--- src/rtl/usb_fs_line_tx.sv ---
// USB full-speed line transmitter: SYNC, NRZI coding, bit stuffing, EOP; 4 clocks per bit at 48 MHz.
// Optional abort (deliberate stuff error) enabled by defining USB_TX_PKT_ABORT_EN.
module usb_fs_line_tx (
   input  logic       clk_48mhz,
   input  logic       reset_n,
   input  logic       tx_pkt_start,
   input  logic       tx_data_valid,
   input  logic [7:0] tx_data,
`ifdef USB_TX_PKT_ABORT_EN
   input  logic       tx_abort,
`endif
   output logic       tx_data_get,
   output logic       tx_busy,
   output logic       usb_p_tx,
   output logic       usb_n_tx,
   output logic       usb_tx_en
);

   typedef enum logic [2:0] {
      S_IDLE,
      S_SYNC,
      S_DATA,
      S_EOP_SE0,
      S_EOP_J
   } state_t;

   state_t      r_state;
   logic [1:0]  r_phase;
   logic [6:0]  r_shift;
   logic [2:0]  r_bit_cnt;
   logic [2:0]  r_ones;
   logic        r_nrzi;
   logic        r_eop_cnt;
   logic        r_get;
   logic        r_busy;
   logic        r_p;
   logic        r_n;
   logic        r_en;

   logic        w_boundary;
   logic        w_abort_act;
   logic        w_abort_done;
   logic        w_drive;
   logic        w_bit;
   logic        w_shift;
   logic        w_fetch;
   logic        w_to_eop;
   logic        w_nrzi_nx;

   assign w_boundary = (r_phase == 2'd3);

`ifdef USB_TX_PKT_ABORT_EN
   logic       r_abort;
   logic [3:0] r_abort_cnt;

   assign w_abort_act  = r_abort | tx_abort;
   assign w_abort_done = (r_abort_cnt == 4'd8);

   // Abort latch and count of unstuffed 1 bits already sent
   always_ff @(posedge clk_48mhz) begin
      if (!reset_n) begin
         r_abort     <= 1'b0;
         r_abort_cnt <= 4'd0;
      end else if (r_state == S_SYNC || r_state == S_DATA) begin
         if (tx_abort)
            r_abort <= 1'b1;
         if (w_boundary && w_abort_act && !w_abort_done)
            r_abort_cnt <= r_abort_cnt + 4'd1;
      end else begin
         r_abort     <= 1'b0;
         r_abort_cnt <= 4'd0;
      end
   end
`else
   assign w_abort_act  = 1'b0;
   assign w_abort_done = 1'b0;
`endif

   // Choose what the next bit period carries; stuffing outranks the byte sequence
   always_comb begin
      w_drive  = 1'b0;
      w_bit    = 1'b1;
      w_shift  = 1'b0;
      w_fetch  = 1'b0;
      w_to_eop = 1'b0;
      if (r_state == S_SYNC || r_state == S_DATA) begin
         if (w_abort_act) begin
            if (w_abort_done)
               w_to_eop = 1'b1;
            else
               w_drive = 1'b1;
         end else if (r_ones == 3'd6) begin
            w_drive = 1'b1;
            w_bit   = 1'b0;
         end else if (r_bit_cnt != 3'd7) begin
            w_drive = 1'b1;
            w_bit   = r_shift[0];
            w_shift = 1'b1;
         end else if (tx_data_valid) begin
            w_drive = 1'b1;
            w_bit   = tx_data[0];
            w_fetch = 1'b1;
         end else begin
            w_to_eop = 1'b1;
         end
      end
   end

   assign w_nrzi_nx = w_bit ? r_nrzi : ~r_nrzi;

   always_ff @(posedge clk_48mhz) begin
      if (!reset_n) begin
         r_state   <= S_IDLE;
         r_phase   <= 2'd0;
         r_shift   <= 7'd0;
         r_bit_cnt <= 3'd0;
         r_ones    <= 3'd0;
         r_nrzi    <= 1'b1;
         r_eop_cnt <= 1'b0;
         r_get     <= 1'b0;
         r_busy    <= 1'b0;
         r_p       <= 1'b1;
         r_n       <= 1'b0;
         r_en      <= 1'b0;
      end else begin
         r_phase <= r_phase + 2'd1;
         r_get   <= 1'b0;
         case (r_state)
            S_IDLE: begin
               if (tx_pkt_start) begin
                  // SYNC is 0x80 LSB first; its first 0 bit moves the line from J to K
                  r_state   <= S_SYNC;
                  r_phase   <= 2'd0;
                  r_shift   <= 7'h40;
                  r_bit_cnt <= 3'd0;
                  r_ones    <= 3'd0;
                  r_nrzi    <= 1'b0;
                  r_p       <= 1'b0;
                  r_n       <= 1'b1;
                  r_busy    <= 1'b1;
                  r_en      <= 1'b1;
               end
            end
            S_SYNC, S_DATA: begin
               if (w_boundary) begin
                  if (w_drive) begin
                     r_nrzi <= w_nrzi_nx;
                     r_p    <= w_nrzi_nx;
                     r_n    <= ~w_nrzi_nx;
                     r_ones <= w_bit ? r_ones + 3'd1 : 3'd0;
                  end
                  if (w_shift) begin
                     r_shift   <= r_shift >> 1;
                     r_bit_cnt <= r_bit_cnt + 3'd1;
                  end
                  if (w_fetch) begin
                     r_shift   <= tx_data[7:1];
                     r_bit_cnt <= 3'd0;
                     r_get     <= 1'b1;
                     r_state   <= S_DATA;
                  end
                  if (w_to_eop) begin
                     r_state   <= S_EOP_SE0;
                     r_eop_cnt <= 1'b0;
                     r_p       <= 1'b0;
                     r_n       <= 1'b0;
                  end
               end
            end
            S_EOP_SE0: begin
               if (w_boundary) begin
                  if (!r_eop_cnt) begin
                     r_eop_cnt <= 1'b1;
                  end else begin
                     r_state <= S_EOP_J;
                     r_nrzi  <= 1'b1;
                     r_p     <= 1'b1;
                     r_n     <= 1'b0;
                  end
               end
            end
            S_EOP_J: begin
               if (w_boundary) begin
                  r_state <= S_IDLE;
                  r_busy  <= 1'b0;
                  r_en    <= 1'b0;
                  r_p     <= 1'b1;
                  r_n     <= 1'b0;
               end
            end
            default: r_state <= S_IDLE;
         endcase
      end
   end

   assign tx_data_get = r_get;
   assign tx_busy     = r_busy;
   assign usb_p_tx    = r_p;
   assign usb_n_tx    = r_n;
   assign usb_tx_en   = r_en;

endmodule

--- config.mk ---
export PLATFORM = sky130hd
export DESIGN_NAME = usb_fs_line_tx
export DESIGN_NICKNAME = d
export VERILOG_FILES = /design/src/rtl/usb_fs_line_tx.sv
export SDC_FILE = /design/constraint.sdc
export NUM_CORES = 1
export LEC_CHECK = 0
export BUFFER_PORTS_ARGS = -buffer_cell sky130_fd_sc_hd__buf_2
export CAP_MARGIN = 25
export CORE_MARGIN = 1
export CORE_UTILIZATION = 45
export DETAILED_ROUTE_END_ITERATION = 12
export SLEW_MARGIN = 30
export SYNTH_ARGS = -nofsm -noshare
export SYNTH_HDL_FRONTEND = slang
export SYNTH_SLANG_ARGS = --single-unit
--- constraint.sdc ---
create_clock -name clk_48mhz -period 2.31 [get_ports clk_48mhz]
set_clock_uncertainty 0.15 [all_clocks]
set_input_delay 0.1155 -clock clk_48mhz [delete_from_list [all_inputs] [get_ports clk_48mhz]]
set_output_delay 0.1155 -clock clk_48mhz [all_outputs]
set_load 0.05 [all_outputs]
# [Word-level counts from Yosys, hierarchy flattened]
# Cells that the tools add are included.
[word_totals] ff_bits=24 out_inout_bits=5 word_cells=115 inputBits=12
[classes] eq_ne=17 add_sub_neg=3 mux=66 bitwise_logic=2 reduce_logical=16
[ops] operator="3-bit 2-to-1 mux" n=14
[ops] operator="1-bit 2-to-1 mux" n=37
[ops] operator="7-bit 2-to-1 mux" n=4
[ops] operator="2-bit inequality test, second input constant" n=7
[ops] operator="7-bit case mux with 2 select lines" n=1
[ops] operator="3-bit inequality test, second input constant" n=4
[ops] operator="3-bit case mux with 2 select lines" n=2
[ops] operator="3-bit case mux with 4 select lines" n=1
[ops] operator="4-bit AND reduction" n=3
[ops] operator="6-bit AND reduction" n=2
[ops] operator="1-bit case mux with 4 select lines" n=2
[ops] operator="7-bit AND reduction" n=1
[ops] operator="3-bit by 1-bit adder with 3-bit output, second input constant" n=2
[ops] operator="3-bit by 2-bit == test with 1-bit output, second input constant" n=2
[ops] operator="3-bit == test, second input constant" n=2
[ops] operator="3-bit AND reduction" n=2
[ops] operator="2-bit nonzero test" n=3
[ops] operator="2-bit 2-to-1 mux" n=2
[ops] operator="1-bit case mux with 2 select lines" n=2
[ops] operator="4-bit nonzero test" n=1
[ops] operator="3-bit by 1-bit == test with 1-bit output, second input constant" n=1
[ops] operator="3-bit zero test" n=1
[ops] operator="1-bit case mux with 3 select lines" n=1
[ops] operator="3-bit nonzero test" n=1
[ops] operator="5 further kinds" n=6

# [Longest topological paths before layout]
# Gate-level depths: netlist of run 1.
[depth] ltp_word=10 mapped_depth=8 depth_no_buf=7

# [Worst setup path after synthesis of run 1]
# No wires, ideal clock.
[synth_path] path_kind="register to register" start="reg r_bit_cnt[0]" end="reg r_ones[1]" path_buffers=0 setup_time_ns=0.070 synth_period_minus_slack_ns=1.939 arrival_ns=1.718 setup_slack_ns=0.371 stages_incl_launch_ff=8 required_time_ns=2.090 cell_sequence="dfxtp_1 > ha_1 > ha_1 > nor2b_1 > o2111ai_1 > o211ai_1 > or4_1 > a21oi_1"
[synth_via] elab_chain_len=8 word_cells_on_any_way=13 classes_between="eq/ne: 2; mux: 10; reduce/logical: 1"
[synth_rtl] item="start: declaration" line_no="30" rtl="logic [2:0] r_bit_cnt;"
[synth_rtl] item="start signal: assignment" line_no="154" rtl="r_bit_cnt <= r_bit_cnt + 3'd1;"
[synth_rtl] item="3-bit inequality test *" line_no="95" rtl="end else if (r_bit_cnt != 3'd7) begin"
[synth_rtl] item="1-bit 2-to-1 mux" line_no="95"
[synth_rtl] item="1-bit 2-to-1 mux" line_no="92" rtl="end else if (r_ones == 3'd6) begin"
[synth_rtl] item="1-bit 2-to-1 mux" line_no="86" rtl="if (r_state == S_SYNC || r_state == S_DATA) begin"
[synth_rtl] item="3-bit 2-to-1 mux" line_no="150" rtl="r_ones <= w_bit ? r_ones + 3'd1 : 3'd0;"
[synth_rtl] item="3-bit 2-to-1 mux" line_no="146" rtl="if (w_drive) begin"
[synth_rtl] item="3-bit 2-to-1 mux" line_no="145" rtl="if (w_boundary) begin"
[synth_rtl] item="3-bit case mux with 2 select lines" line_no="128" rtl="case (r_state)"
[synth_rtl] item="end signal: assignment" line_no="150"
[synth_rtl] item="end: declaration" line_no="31" rtl="logic [2:0] r_ones;"
# Mark *: on every way between the ends. The rest lies on a longest branch, timed or not. The select of a mux whose other input is x is not followed.
# A chain may end at the register's enable or synchronous reset.

# [Worst setup path after layout of run 1]
[layout_path] start="reg r_bit_cnt[0]" end="reg r_ones[0]"
# Same word-level chain as after synthesis.

==> results of run 1 <==
==> layout make-up <==
type,count,share of cell area
clock buffer,4,0.0240
inverter,7,0.0174
multi-input combinational,121,0.527
sequential,24,0.320
tap,31,0.0257
timing repair buffer,22,0.0862
==> flip-flops by register name, indices dropped and copies added (netlist names) <==
register	cells
r_bit_cnt	3
r_eop_cnt	1
r_nrzi	1
r_ones	3
r_phase	2
r_shift	7
r_state	3
tx_data_get	1
usb_n_tx	1
usb_p_tx	1
usb_tx_en	1
==> timing repair <==
action                                  4_1_cts  5_1_grt
hold buffers                                  2        0
buffers inserted                              0        0
endpoints found under the setup margin        0        2
gates resized for setup                       0        2
hold endpoints to repair                      4        0
==> routing by layer <==
| layer | vias to the layer above | global-route usage | part of all wire |
|---|---|---|---|
| li1 | 615 | - | - |
| met1 | 560 | 0.263 | 0.47 |
| met4 | 0 | 0.0453 | 0.0059 |
| met5 | - | 0 | 0 |
| met3 | 2 | 0.0507 | 0.035 |
| met2 | 26 | 0.311 | 0.49 |
==> cells by family after synthesis <==
| group | after synthesis | synth area share |
|---|---|---|
| AO/OA/AOI/OAI | 42 | 0.209 |
| flip-flops | 24 | 0.359 |
| adder cells (fa/ha/maj) | 6 | 0.0560 |
| multiplexers | 7 | 0.0532 |
| AND/OR/NAND/NOR | 63 | 0.249 |
| XOR/XNOR | 3 | 0.0252 |
| buffers and inverters | 14 | 0.0485 |
==> through the flow <==
step | worst slack, ns | std cells | hold slack (ns)
2_1_floorplan | 0.371 | 159 | 0.128
3_3_place_gp | 0.258 | 203 | 0.245
3_5_place_dp | 0.197 | 203 | 0.240
4_1_cts | 0.165 | 209 | 0.0592
5_1_grt | 0.0485 | 209 | 0.0803
6_report | 0.180 | 209 | 0.0610
==> how the worst max path moves through the flow <==
stage / slack (ns) / endpoint / startpoint
4_1_cts: 0.17 / r_ones[0]$_SDFFE_PN0P_ / r_state[0]$_SDFFE_PN0P_
5_1_grt: 0.05 / r_ones[1]$_SDFFE_PN0P_ / r_bit_cnt[0]$_SDFFE_PN0P_
3_3_place_gp: 0.26 / r_state[0]$_SDFFE_PN0P_ / r_state[0]$_SDFFE_PN0P_
2_1_floorplan: 0.37 / r_ones[1]$_SDFFE_PN0P_ / r_bit_cnt[0]$_SDFFE_PN0P_
3_5_place_dp: 0.20 / r_ones[1]$_SDFFE_PN0P_ / r_state[0]$_SDFFE_PN0P_
6_report: 0.18 / r_ones[0]$_SDFFE_PN0P_ / r_bit_cnt[0]$_SDFFE_PN0P_
==> worst max-delay path: cells and delay by family, from the launching register on <==
family	cells	cell delay [ns]
adder cells (fa/ha/maj)	2	0.42
AND/OR/NAND/NOR	2	0.69
flip-flops	1	0.34
AO/OA/AOI/OAI	3	0.46
==> power by group through the flow <==
stage               combinational [mW]  clock (mW)  sequential, mW
floorplan                       0.0781           0           0.462
global placement                 0.119           0           0.449
detailed placement               0.120           0           0.449
CTS                              0.123       0.231           0.440
global route                     0.135       0.244           0.443
finish                           0.123       0.224           0.440
==> cells in the final DEF (no fill, tap or decap), types with 2 or more instances in the layout <==
| cell type | instances |
|---|---|
| sky130_fd_sc_hd__mux2i_1 | 6 |
| sky130_fd_sc_hd__nand3_1 | 6 |
| sky130_fd_sc_hd__o221a_2 | 2 |
| sky130_fd_sc_hd__or4_1 | 3 |
| sky130_fd_sc_hd__or2_0 | 6 |
| sky130_fd_sc_hd__nand2b_1 | 2 |
| sky130_fd_sc_hd__buf_2 | 16 |
| sky130_fd_sc_hd__dfxtp_2 | 2 |
| sky130_fd_sc_hd__nand4_1 | 3 |
| sky130_fd_sc_hd__inv_1 | 6 |
| sky130_fd_sc_hd__dfxtp_1 | 22 |
| sky130_fd_sc_hd__nor3_1 | 2 |
| sky130_fd_sc_hd__a21oi_1 | 18 |
| sky130_fd_sc_hd__a311oi_1 | 2 |
| sky130_fd_sc_hd__nand3b_1 | 3 |
| sky130_fd_sc_hd__nor2b_1 | 2 |
| sky130_fd_sc_hd__dlygate4sd3_1 | 2 |
| sky130_fd_sc_hd__o21ai_0 | 5 |
| sky130_fd_sc_hd__clkbuf_4 | 3 |
| sky130_fd_sc_hd__nor2_1 | 12 |
| sky130_fd_sc_hd__and3_1 | 2 |
| sky130_fd_sc_hd__a211oi_1 | 2 |
| sky130_fd_sc_hd__a21o_1 | 2 |
| sky130_fd_sc_hd__buf_4 | 4 |
| sky130_fd_sc_hd__nand2_1 | 19 |
| sky130_fd_sc_hd__ha_1 | 6 |
==> flow_results.org, run 1 <==
** Run status
- The flow ran to the end, and the final reports show no timing, DRC or antenna violations.

** Synth
- In this run, synthesis produced a sequential element count of 24.
- Top flip-flop cell by instance count after synthesis :: sky130_fd_sc_hd__dfxtp_1
- Area share of the largest cell type after synthesis :: 0.359
- For this run, the register share of the synthesized area comes to 0.359.
- Most frequent cell after synthesis :: sky130_fd_sc_hd__dfxtp_1
- Distinct cell type count of the synthesized netlist :: 44
- The cell count after synthesis came out at 159.
- Synthesized area per cell :: 8.43 sq um
- Ys Warns :: 0
- The synthesized netlist occupies a cell area of 1340 sq um.
- Cell accounting for the most synthesized area :: sky130_fd_sc_hd__dfxtp_1
- Of all flip-flops after synthesis, the portion carrying an async set or reset was 0.
- Number of synthesized flops with an enable pin :: 0
- Post-synth top cells :: sky130_fd_sc_hd__dfxtp_1, sky130_fd_sc_hd__nand2_1, sky130_fd_sc_hd__a21oi_1
- Number of nets in the synthesized netlist :: 177
- By area the synthesized netlist is led by sky130_fd_sc_hd__dfxtp_1, sky130_fd_sc_hd__a21oi_1, sky130_fd_sc_hd__ha_1, sky130_fd_sc_hd__nand2_1, sky130_fd_sc_hd__mux2i_1.

** Pwr
- Post-layout power :: 0.786 mW
- Reported leakage power :: 0.597 nW
- Cell internal power was estimated by the tool at 0.568 mW.
- Cell Pwr Density :: 521 nW/um^2
- Summed over all nets, the switching power comes to 0.219 mW.
- Clock Power Share :: 0.284
- The share of total power dissipated in sequential elements is 0.560.
- The share of total power dissipated in combinational logic is 0.156.
- Switching fraction of total power :: 0.278
- The worst-case IR drop observed on VDD is 0.000498 V.

** Critical path
- Worst R2R Start :: r_bit_cnt[0]$_SDFFE_PN0P_
- Setup slack, reg-to-reg :: 0.18 ns
- STA classifies the critical path endpoint as a flop.
- The worst register-to-register path ends at r_ones[0]$_SDFFE_PN0P_.
- Worst path slowest cell :: sky130_fd_sc_hd__or4_1
- By instance count, the cell type seen most on the critical path is sky130_fd_sc_hd__ha_1.
- Worst r2r path cells :: 7
- Slowest stage delay, CP :: 0.52 ns
- In this run the worst path has a maximum fanout of 7.
- Required time at the endpoint of the critical path :: 2.40 ns
- Critical Path Start Type :: flop
- For the worst setup path, the data arrival time is 2.22 ns.
- CP Class :: reg -> reg
- Critical path cell sequence :: ha_1, ha_1, nor2b_1, o2111ai_1, o211ai_1, or4_1, a21oi_1

** STA
- Measured against its own limit, the worst slew margin works out to 0.647.
- Final Hold Violating Endpoints :: 0
- RSZ-0062 raised after global routing :: false
- Setup total negative slack on the finished layout was measured at 0 ns.
- Setup violations remaining at the end of the flow were counted as 0.
- Derived from the worst setup path, the maximum achievable clock frequency is 470 MHz.
- Period utilization :: 0.922
- The number of pins with negative max-slew slack in the final report came to 0.
- After layout, the minimum clock period comes to 2.13 ns.
- Worst-Margin Slew :: 0.528 ns

** Clocking
- Clock buffer count from CTS :: 3
- Clock-pin slew was measured on the worst setup and hold paths at 0.13 ns.
- The clock reaches the later pin of the worst-skew pair after 0.32 ns.
- Clock tree from TritonCTS :: yes
- In this run the number of H-tree levels came out at 1.
- Clock tree synthesis found a total of 24 sinks.
- The clock passes through at most 2 buffers.
- Clock tree synthesis selected as its root buffer the cell sky130_fd_sc_hd__clkbuf_4.

** Layout
- 0 antenna diodes ended up in the layout.
- The finished cells cover 1510 sq um.
- Area taken by flip-flops and latches :: 483 sq um
- The layout has 264 filler cells.
- In the final design database the tool counted 197 nets.
- Of the cells placed in the final design, the portion with a size suffix greater than 1 is 0.185.
- Post-synthesis to final-layout area growth :: 12.6%
- Layout Utilization :: 0.543
- Multi-input combinational cell area :: 795 sq um

** Place
- Area post-placement :: 1450 sq um
- Routability-driven placement finished with a final weighted congestion of 0.908.
- The HPWL after detailed placement is 2170 um.
- Port buffering added 16 buffers.

** Global route
- The first global-routing pass estimated 4980 um of wire.
- Largest net degree at the start of global routing :: 18
- Summed over all layers, the global routing overflow is 0.
- Number of global-route vias before repair :: 1111
- Antenna violations before repair :: 0
- Across every metal layer, demand over resource in global routing totals 0.195.

** Routing
- The first detailed-routing pass ran for 4 iterations.
- In this run the remaining antenna-violating nets after routing total 0.
- Summed over all layers, the routed wires come to 2880 um.
- Remaining routing DRC violations :: 0
- DR vias/cell :: 5.76
- Routed vias :: 1203
- For this block, the initial DRC count from the detailed router was 54.
- In the final routed layout, each cell accounts on average for 13.8 um.

** Worst hold path
- Along the worst hold path, the cell count comes to 4.
- Min-Delay Path Class :: in -> reg
- Worst hold path endpoint :: r_shift[1]$_SDFFE_PN0P_
- In this run the most critical hold path is launched from tx_data[2].

** Die
- For this configuration, the core starts out at a cell density of 0.482.
- Die area :: 3200 sq um
- The total area inside the core boundary comes to 2780 sq um.
- Site row count :: 19
- Die H :: 56.6 um
- The floorplan step set the die width to 56.6 um.
- IO Count :: 17

** Flow run
- Max-cap violations in this run came to 0.
(Power assumes the default switching activity.)
==> run 2, diff against run 1 <==
--- a/config.mk
+++ b/config.mk
@@ -5,6 +5,7 @@
 export SDC_FILE = /design/constraint.sdc
 export NUM_CORES = 1
 export LEC_CHECK = 0
+export ABC_AREA = 1
 export BUFFER_PORTS_ARGS = -buffer_cell sky130_fd_sc_hd__buf_2
 export CAP_MARGIN = 25
 export CORE_MARGIN = 1
==> run 2 against run 1 <==
Critical path depth up 2. Maximum frequency up 12%. Count of clock-buffer cells in the layout unchanged. Hold slack worse by 0.036 ns. Power up 130%. Cell count up 30%. Clock power up 2%. Design area up 7.0%. Worst setup slack better by 0.24 ns. Non-clock buffer count up 2. Register-to-register slack better by 0.24 ns. Largest power group is now combinational logic. Largest cell class unchanged.
==> flow_results.org, run 2 <==
** Critical path
- The total stage count of the critical path is 9 (+2).
- Crit path buf inv count :: 0 (unchanged)
- The critical path arrival came to 1.94 ns (-0.28 ns).
- Tracing the worst setup path back leads to its startpoint at r_bit_cnt[0]$_SDFFE_PN0P_.
- Required time at the endpoint of the critical path :: 2.36 ns (-0.04 ns)
- In this run the critical register-to-register path is launched from r_bit_cnt[0]$_SDFFE_PN0P_.
- The slowest stage of the critical path is the sky130_fd_sc_hd__dfxtp_1 cell.
- The cell that appears most often on the critical path is sky130_fd_sc_hd__nand2_1.
- Critical path cell sequence :: ha_1, ha_1, nand2_1, a21oi_2, nand2_2, nand2_1, nand2_1, nand3_1, a21oi_1
- The setup path with the least slack is of type reg -> reg.
- STA classifies the critical path endpoint as a flop.
- The register-to-register setup slack was 0.42 ns (+0.24 ns).
- STA classifies the critical path startpoint as a flop.
- Top delay family on crit path :: simple AND/OR/NAND/NOR gates
- In this run the critical register-to-register path is captured at r_shift[4]$_SDFFE_PN0P_.
- The most critical setup path has its endpoint at r_shift[4]$_SDFFE_PN0P_.
- Maximum fanout along the worst path :: 9 (+2)
- Slowest stage delay, CP :: 0.38 ns (-0.14 ns)
- Worst r2r path cells :: 9 (+2)

** Clocking
- The number of post-CTS setup repair buffers is 0 (unchanged).
- TritonCTS built the clock tree.
- The tree is rooted in a sky130_fd_sc_hd__clkbuf_4.
- Quantity of hold-fixing buffers added after cts :: 8 (+6)
- The clock edge transition at the registers on the reported setup and hold paths is 0.14 ns (about the same).
- Count of instances resized after the clock tree is built :: 0 (unchanged)
- The total clock sinks came to 24 (unchanged).
- The count of H-tree levels built during CTS came to 1 (unchanged).
- The maximum buffer depth of the clock tree came to 2 (unchanged).
- The latest clock arrival within the worst-skew pair is 0.32 ns (about the same).
- The number of buffers created by CTS came to 3 (unchanged).

** Synth
- Register bit count reported by yosys :: 24 (unchanged)
- The post-synthesis cell area is 1420 sq um (+5.9%).
- The synthesized net count is 224 (+27%).
- The post-synthesis area per instance came to 6.89 sq um (-18%).
- Top flip-flop cell by instance count after synthesis :: sky130_fd_sc_hd__dfxtp_1
- The number of distinct library cells after synthesis was 29 (-34%).
- Cell accounting for the most synthesized area :: sky130_fd_sc_hd__dfxtp_1
- Ys Warns :: 0 (unchanged)
- After synthesis, the cell types taking the most area are sky130_fd_sc_hd__dfxtp_1, sky130_fd_sc_hd__nand2_1, sky130_fd_sc_hd__nand3_1, sky130_fd_sc_hd__a21oi_1, sky130_fd_sc_hd__ha_1.
- Post-synth top cells :: sky130_fd_sc_hd__nand2_1, sky130_fd_sc_hd__nand3_1, sky130_fd_sc_hd__dfxtp_1
- Number of synthesized flops with an enable pin :: 0 (unchanged)
- The number of standard cells after synthesis was 206 (+30%).
- Register area share after synthesis :: 0.339 (-0.0199)
- Area share of the largest cell type after synthesis :: 0.339 (-0.0199)
- The async set or reset register ratio after synthesis was 0 (unchanged).
- Most frequent cell after synthesis :: sky130_fd_sc_hd__nand2_1

** Place
- The routability-driven placement congestion ratio was 0.841 (-7.4%).
- The number of port buffers was 16 (unchanged).
- Half-perimeter wire length of the detailed placement result :: 2110 um (-2.8%)

** STA
- F_max :: 528 MHz (+12%)
- The summed negative setup slack over all endpoints is 0 ns (unchanged).
- The number of pins with negative max-slew slack in the final report is 0 (unchanged).
- The worst-margin pin slew came to 0.504 ns (-0.0245 ns).
- The final critical-path required period is 1.89 ns (-0.235 ns).
- Setup repair after global routing left no endpoint under its margin.
- The final period utilization came to 0.820 (-0.102).
- The final hold violation count is 0 (unchanged).
- Final setup violating endpoints :: 0 (unchanged)
- The tightest slew margin relative to the limit was 0.664 (+0.0166).

** Die
- The die extent in y is 58.2 um (+2.8%).
- The number of placement rows came to 20 (+1).
- Horizontal die dimension :: 58.2 um (+2.8%)
- The area of the core region came to 3030 sq um (+8.9%).
- Die area :: 3380 sq um (+5.7%)
- The starting density of the core is 0.469 (-0.0132).
- IO Count :: 17 (unchanged)

** Layout
- From synthesis to final layout, the design area changed by 13.8%.
- Area taken by flip-flops and latches :: 480 sq um (-0.52%)
- The ratio of cells with drive above 1 in the final layout was 0.172 (-0.0136).
- The area occupied by multi-input gates was 785 sq um (-1.3%).
- NumNets Final :: 246 (+25%)
- Ant. Diodes :: 0 (unchanged)
- Top library cells by usage in the layout, fill and taps aside :: sky130_fd_sc_hd__nand2_1, sky130_fd_sc_hd__nand3_1, sky130_fd_sc_hd__dfxtp_1
- The number of fill cells in the layout came to 325 (+23%).
- Ranked by flip-flop count, first place goes to r_shift.
- The library cell used most frequently in the layout, excluding fill and tap cells, is sky130_fd_sc_hd__nand2_1.
- Layout Utilization :: 0.533 (-0.00904)
- The flip-flop count of the largest register after layout came to 7 (unchanged).

** Routing
- The remaining design rule violation count came to 0 (unchanged).
- The number of iterations in the first detailed-routing pass was 6 (+2).
- The via total after detailed routing was 1293 (+7.5%).
- Initial detailed-routing violation count :: 58 (+7.4%)
- DR vias/cell :: 4.77 (-17%)
- The final routed wire length divided by cell count was 10.7 um (-22%).
- The remaining number of nets flagged by the antenna check after routing came to 0 (unchanged).
- The final wirelength came to 2900 um (+0.66%).

** Global route
- Total Routing Usage GR :: 0.192 (-0.00262)
- The initial antenna violation count was 0 (unchanged).
- The pin count of the biggest net entering global routing is 26 (+8).
- The number of global-route vias before repair came to 1202 (+8.2%).
- The first-pass GRT wire length was 5060 um (+1.7%).
- Sum of overflow across all layers after global routing :: 0 (unchanged)

** Pwr
- The static leakage power was 0.757 nW (+27%).
- The total power density per cell area came to 1100 nW/um^2 (+110%).
- The maximum vdd drop was 0.000422 V (-15%).

** Flow run
- Max-cap violation count :: 0 (unchanged)

** Worst hold path
- Min-Delay Path Class :: in -> reg

** Run status
- The run finished with clean final reports.
run 2: cell types whose count changed in the layout (fill, tap and decap cells not counted), moves of 3 or more:
cell and change:
sky130_fd_sc_hd__mux2i_1 -6, sky130_fd_sc_hd__nand3_1 +20, sky130_fd_sc_hd__or4_1 -3, sky130_fd_sc_hd__or2_0 -6, sky130_fd_sc_hd__buf_4 -4, sky130_fd_sc_hd__nand2_2 +5
sky130_fd_sc_hd__nand2_1 +38, sky130_fd_sc_hd__inv_2 +5, sky130_fd_sc_hd__inv_1 +13, sky130_fd_sc_hd__dlygate4sd3_1 +6
run 2: stage by stage:
step	hold slack (ns)	setup slack [ns]	area [sq um]	std cells	total power [mW]
after global placement	0.200	0.498	1500	259	1.54
after detailed placement	0.198	0.438	1500	259	1.56
after floorplan	0.101	0.662	1420	206	1.44
final	0.0251	0.416	1620	271	1.78
after global routing	0.0401	0.233	1620	271	1.96
after CTS	0.00484	0.404	1620	271	1.80
run 2: where the power goes:
group	leakage, nW	internal (mW)	switching (mW)
sequential	0.196	0.499	0.0638
combinational	0.540	0.306	0.685
clock	0.0210	0.0964	0.132
run 2: final cells by class:
cell class	instances	share of cell area
multi-input combinational	150	0.486
sequential	24	0.297
timing repair buffer	24	0.0991
inverter	25	0.0612
tap	44	0.0341
clock buffer	4	0.0225
run 2: worst min path at each step:
| stage | start | to | slack [ns] | cells after the start |
|---|---|---|---|---|
| after floorplan | tx_data[7] | r_shift[6]$_SDFFE_PN0P_ | 0.10 | 2 |
| after global placement | tx_data[7] | r_shift[6]$_SDFFE_PN0P_ | 0.20 | 3 |
| after detailed placement | tx_data[7] | r_shift[6]$_SDFFE_PN0P_ | 0.20 | 3 |
| after CTS | tx_data[5] | r_shift[4]$_SDFFE_PN0P_ | 0.005 | 5 |
| after global routing | tx_data[5] | r_shift[4]$_SDFFE_PN0P_ | 0.04 | 5 |
| final | tx_data[5] | r_shift[4]$_SDFFE_PN0P_ | 0.03 | 5 |
run 2: worst min-delay path: cells and delay by family:
kind / cells / cell delay, ns
AO/OA/AOI/OAI: 1 / 0.06
AND/OR/NAND/NOR: 3 / 0.18
buffers and inverters: 1 / 0.10
run 2: logic make-up (layout without fill, tap and decap cells):
kind of cell,count (synthesis),count (layout),synth area share
AO/OA/AOI/OAI,29,29,0.108
XOR/XNOR,1,1,0.00617
adder cells (fa/ha/maj),6,6,0.0529
buffers and inverters,32,53,0.108
flip-flops,24,24,0.339
AND/OR/NAND/NOR,114,114,0.386
run 2: routing by layer:
layer	vias up	track usage	wire length [um]
met5	-	0	0
met4	0	0.0714	20
met3	2	0.0201	51
met2	14	0.330	1420
met1	573	0.248	1410
li1	704	-	-
==> run 3, diff against run 2 <==
--- a/config.mk
+++ b/config.mk
@@ -11,6 +11,7 @@
 export CORE_MARGIN = 1
 export CORE_UTILIZATION = 45
 export DETAILED_ROUTE_END_ITERATION = 12
+export PLACE_DENSITY = 0.67
 export SLEW_MARGIN = 30
 export SYNTH_ARGS = -nofsm -noshare
 export SYNTH_HDL_FRONTEND = slang
==> constraint.sdc (replaced) <==
create_clock -name clk_48mhz -period 1.66 [get_ports clk_48mhz]
set_clock_uncertainty 0.15 [all_clocks]
set_input_delay 0.083 -clock clk_48mhz [delete_from_list [all_inputs] [get_ports clk_48mhz]]
set_output_delay 0.083 -clock clk_48mhz [all_outputs]
set_load 0.05 [all_outputs]
==> run 3 against run 2 <==
The run now ends with negative setup slack left. Flip-flop and latch count unchanged. Sequential power increased by 40%. Design area increased by 16%. Global-route usage increased by 0.13 points. Die area unchanged. Worst setup slack got worse by 0.42 ns. Cell count increased by 5.9%. Power increased by 62%. First-iteration DRC count decreased by 21%. Clock power increased by 12%. Non-clock buffer count increased by 17. Largest cell class unchanged.
==> flow_results.org, run 3 (synthesis results as in run 2) <==
** Run status
- The flow ran to the end, but the final reports show violations.
- Violations in the final reports :: negative setup slack

** Critical path
- The cell count of the worst reg-to-reg path is 10 (+1).
- Destination of the worst register-to-register timing path :: r_shift[5]$_SDFFE_PN0P_
- Cell count along the critical path :: 10 (+1)
- Required time at the endpoint of the critical path :: 1.75 ns (-0.61 ns)
- The setup path with the least slack is of type reg -> reg.
- Data arrival time at the worst-slack endpoint :: 1.76 ns (-0.18 ns)
- Worst R2R Start :: r_bit_cnt[1]$_SDFFE_PN0P_
- STA classifies the critical path startpoint as a flop.
- Broken down by cell family, the worst path's largest delay share belongs to simple AND/OR/NAND/NOR gates.
- Critical path cell sequence :: ha_4, ha_4, nand2_2, nand2_1, nand2_1, inv_2, nor2_4, buf_6, nand3_2, a21oi_1
- Worst path slowest cell :: sky130_fd_sc_hd__dfxtp_2
- The longest individual stage delay on the worst path was 0.36 ns (-0.02 ns).
- Worst Setup End Kind :: flop
- The register-to-register setup slack is -0.008 ns (-0.42 ns).
- Maximum fanout along the worst path :: 5 (-4)
- Crit path buf inv count :: 2 (+2)

** Clocking
- # clock sinks :: 24 (unchanged)
- Deepest clock path buffer count :: 2 (unchanged)
- Clk pin slew, worst setup/hold paths :: 0.14 ns (about the same)
- Clock buffer count from CTS :: 3 (unchanged)
- TritonCTS built the clock tree.
- Root buffer cell :: sky130_fd_sc_hd__clkbuf_4
- The latest clock arrival within the worst-skew pair is 0.31 ns (about the same).
- The count of H-tree levels built during CTS is 1 (unchanged).

** Layout
- The final standard cell area without fillers came to 1880 sq um (+16%).
- Post-synthesis to final-layout area growth :: 32.5%
- The flip-flop count of the largest register after layout was 7 (unchanged).
- Leaving out fill and tap cells, the most frequent cells in the layout are sky130_fd_sc_hd__nand2_1, sky130_fd_sc_hd__dfxtp_1, sky130_fd_sc_hd__inv_1, sky130_fd_sc_hd__nand3_1, sky130_fd_sc_hd__buf_2.
- The layout net count was 263 (+6.9%).
- The count of antenna diodes in the layout is 0 (unchanged).
- Share of layout cells above drive strength 1 :: 0.337 (+0.166)
- Leaving out fill and tap cells, the most frequent cell in the layout is sky130_fd_sc_hd__nand2_1.
- Top register by number of flip-flops :: r_shift

** Worst hold path
- The worst hold path begins at tx_data[0].
- The min-delay analysis places its worst path in the category in -> reg.
- Worst hold path endpoint :: r_ones[2]$_SDFFE_PN0P_
- Number of cells on the worst hold path :: 7 (+2)

** Die
- The I/O pin count was 17 (unchanged).
- Die H :: 58.2 um (unchanged)
- Die area :: 3380 sq um (unchanged)
- Starting utilization of the core area :: 0.469 (unchanged)
- The number of placement rows is 20 (unchanged).
- The die width came to 58.2 um (unchanged).
- The area of the core region was 3030 sq um (unchanged).

** STA
- The tightest slew margin relative to the limit came to 0.615 (-0.0492).
- Total count of max-transition violations in the final report :: 0 (unchanged)
- The upper clock frequency limit came to 599 MHz (+14%).
- The final critical-path required period came to 1.67 ns (-0.226 ns).
- Final setup violating endpoints :: 3 (+3)
- The summed negative setup slack over all endpoints is -0.0147 ns (-0.0147 ns).
- The worst-margin pin slew came to 0.577 ns (+0.0737 ns).
- Worst Slack Setup Final :: -0.00824 ns (-0.424 ns)
- Period utilization :: 1.00 (+0.185)
- RSZ-0062 raised after global routing :: true
- Final Hold Violating Endpoints :: 0 (unchanged)

** Global route
- Largest net degree at the start of global routing :: 20 (-23%)
- The number of global-route vias before repair is 1256 (+4.5%).
- The first-pass GRT wire length was 5060 um (unchanged).
- The initial antenna violation count is 0 (unchanged).
- The global router's overall resource usage came to 0.194 (+0.00129).
- The total overflow reported by the global router came to 0 (unchanged).

** Pwr
- The switching part of the total was 0.484 (-0.0102).
- Combinational fraction of design power :: 0.639 (+0.083)
- Cell Pwr Density :: 1540 nW/um^2 (+39%)
- The reported net switching power came to 1.40 mW (+59%).
- The maximum vdd drop is 0.000726 V (+72%).
- The power after layout is 2.89 mW (+62%).
- The relative contribution of the clock network to total power is 0.089 (-0.039).
- Reported leakage power :: 0.852 nW (+13%)
- The share of total power in sequential cells is 0.273 (-0.043).
- Int Power :: 1.49 mW (+66%)

** Place
- Area post-placement :: 1580 sq um (+5.5%)
- Routability Congestion :: 0.843 (+0.25%)
- Half-perimeter wire length of the detailed placement result :: 2170 um (+2.9%)
- Setup Slack @ Placement :: -0.0537 ns (-0.491 ns)
- The number of port buffers was 16 (unchanged).

** Routing
- The number of iterations in the first detailed-routing pass was 4 (-2).
- Routed vias :: 1423 (+10%)
- The final wirelength was 3300 um (+14%).
- The final routed wire length divided by cell count was 11.5 um (+7.4%).
- The average vias per placed instance came to 4.96 (+3.9%).
- Initial detailed-routing violation count :: 46 (-21%)
- Antenna-violating nets left :: 0 (unchanged)
- The remaining design rule violation count was 0 (unchanged).

** Flow run
- Max-cap violation count :: 0 (unchanged)
## run 3: cell types whose count changed in the layout (fill, tap and decap cells not counted), moves of 4 or more
| cell | previous run | this run |
|---|---|---|
| sky130_fd_sc_hd__buf_4 | 0 | 12 |
| sky130_fd_sc_hd__nand3_1 | 26 | 18 |
| sky130_fd_sc_hd__nand3_2 | 1 | 9 |
| sky130_fd_sc_hd__a21oi_1 | 20 | 14 |
| sky130_fd_sc_hd__a21oi_2 | 1 | 7 |
| sky130_fd_sc_hd__nand2_1 | 57 | 52 |
| sky130_fd_sc_hd__buf_6 | 0 | 4 |
| sky130_fd_sc_hd__ha_1 | 6 | 2 |
| sky130_fd_sc_hd__nand2_2 | 5 | 9 |
## run 3: power by group through the flow
stage | Combinational [mW] | Sequential (mW) | Clock, mW
after global routing | 2.05 | 0.802 | 0.295
after CTS | 1.57 | 0.779 | 0.270
after detailed placement | 1.51 | 0.790 | 0
final | 1.85 | 0.788 | 0.256
after floorplan | 1.12 | 0.877 | 0
after global placement | 1.51 | 0.787 | 0
## run 3: layer usage
layer,global-route usage,vias up,wire (um)
met1,0.228,658,1460
met3,0.0246,2,76
li1,-,740,-
met4,0.0782,0,20
met2,0.353,23,1750
met5,0,-,0
## run 3: stage by stage
| step | cells | hold WS (ns) | util |
|---|---|---|---|
| final | 287 | 0.143 | 0.621 |
| after CTS | 282 | 0.135 | 0.570 |
| after global placement | 270 | 0.158 | 0.522 |
| after floorplan | 206 | 0.0689 | - |
| after global routing | 287 | 0.159 | 0.621 |
| after detailed placement | 270 | 0.180 | 0.522 |
## run 3: how the worst max path moves through the flow
stage                                    startpoint                         to
after global routing      r_bit_cnt[1]$_SDFFE_PN0P_    r_shift[5]$_SDFFE_PN0P_
after global placement    r_bit_cnt[0]$_SDFFE_PN0P_  r_bit_cnt[2]$_SDFFE_PN0P_
after CTS                    r_ones[0]$_SDFFE_PN0P_    r_shift[2]$_SDFFE_PN0P_
after detailed placement  r_bit_cnt[0]$_SDFFE_PN0P_    r_shift[2]$_SDFFE_PN0P_
final                     r_bit_cnt[1]$_SDFFE_PN0P_    r_shift[5]$_SDFFE_PN0P_
after floorplan           r_bit_cnt[0]$_SDFFE_PN0P_    r_shift[0]$_SDFFE_PN0P_
## run 3: area by class of cell
type	instances	area [sq um]
Inverter	25	98.8
Sequential cell	24	484
Tap cell	44	55.1
Clock buffer	3	22.5
Timing Repair Buffer	41	305
Fill cell	294	1150
Multi-Input combinational cell	150	915
## run 3: repair_timing
item	CTS	global route
hold buffers	9	0
buffers inserted	0	5
resized for setup	9	30
endpoints found under the hold margin	17	0
setup endpoints to repair	10	18
pin swaps	3	12
## run 3: tightest hold or removal path: cells and delay by family
family          cells  cell delay, ns
simple gates        4            0.33
compound gates      1            0.04
buf+inv             2            0.13
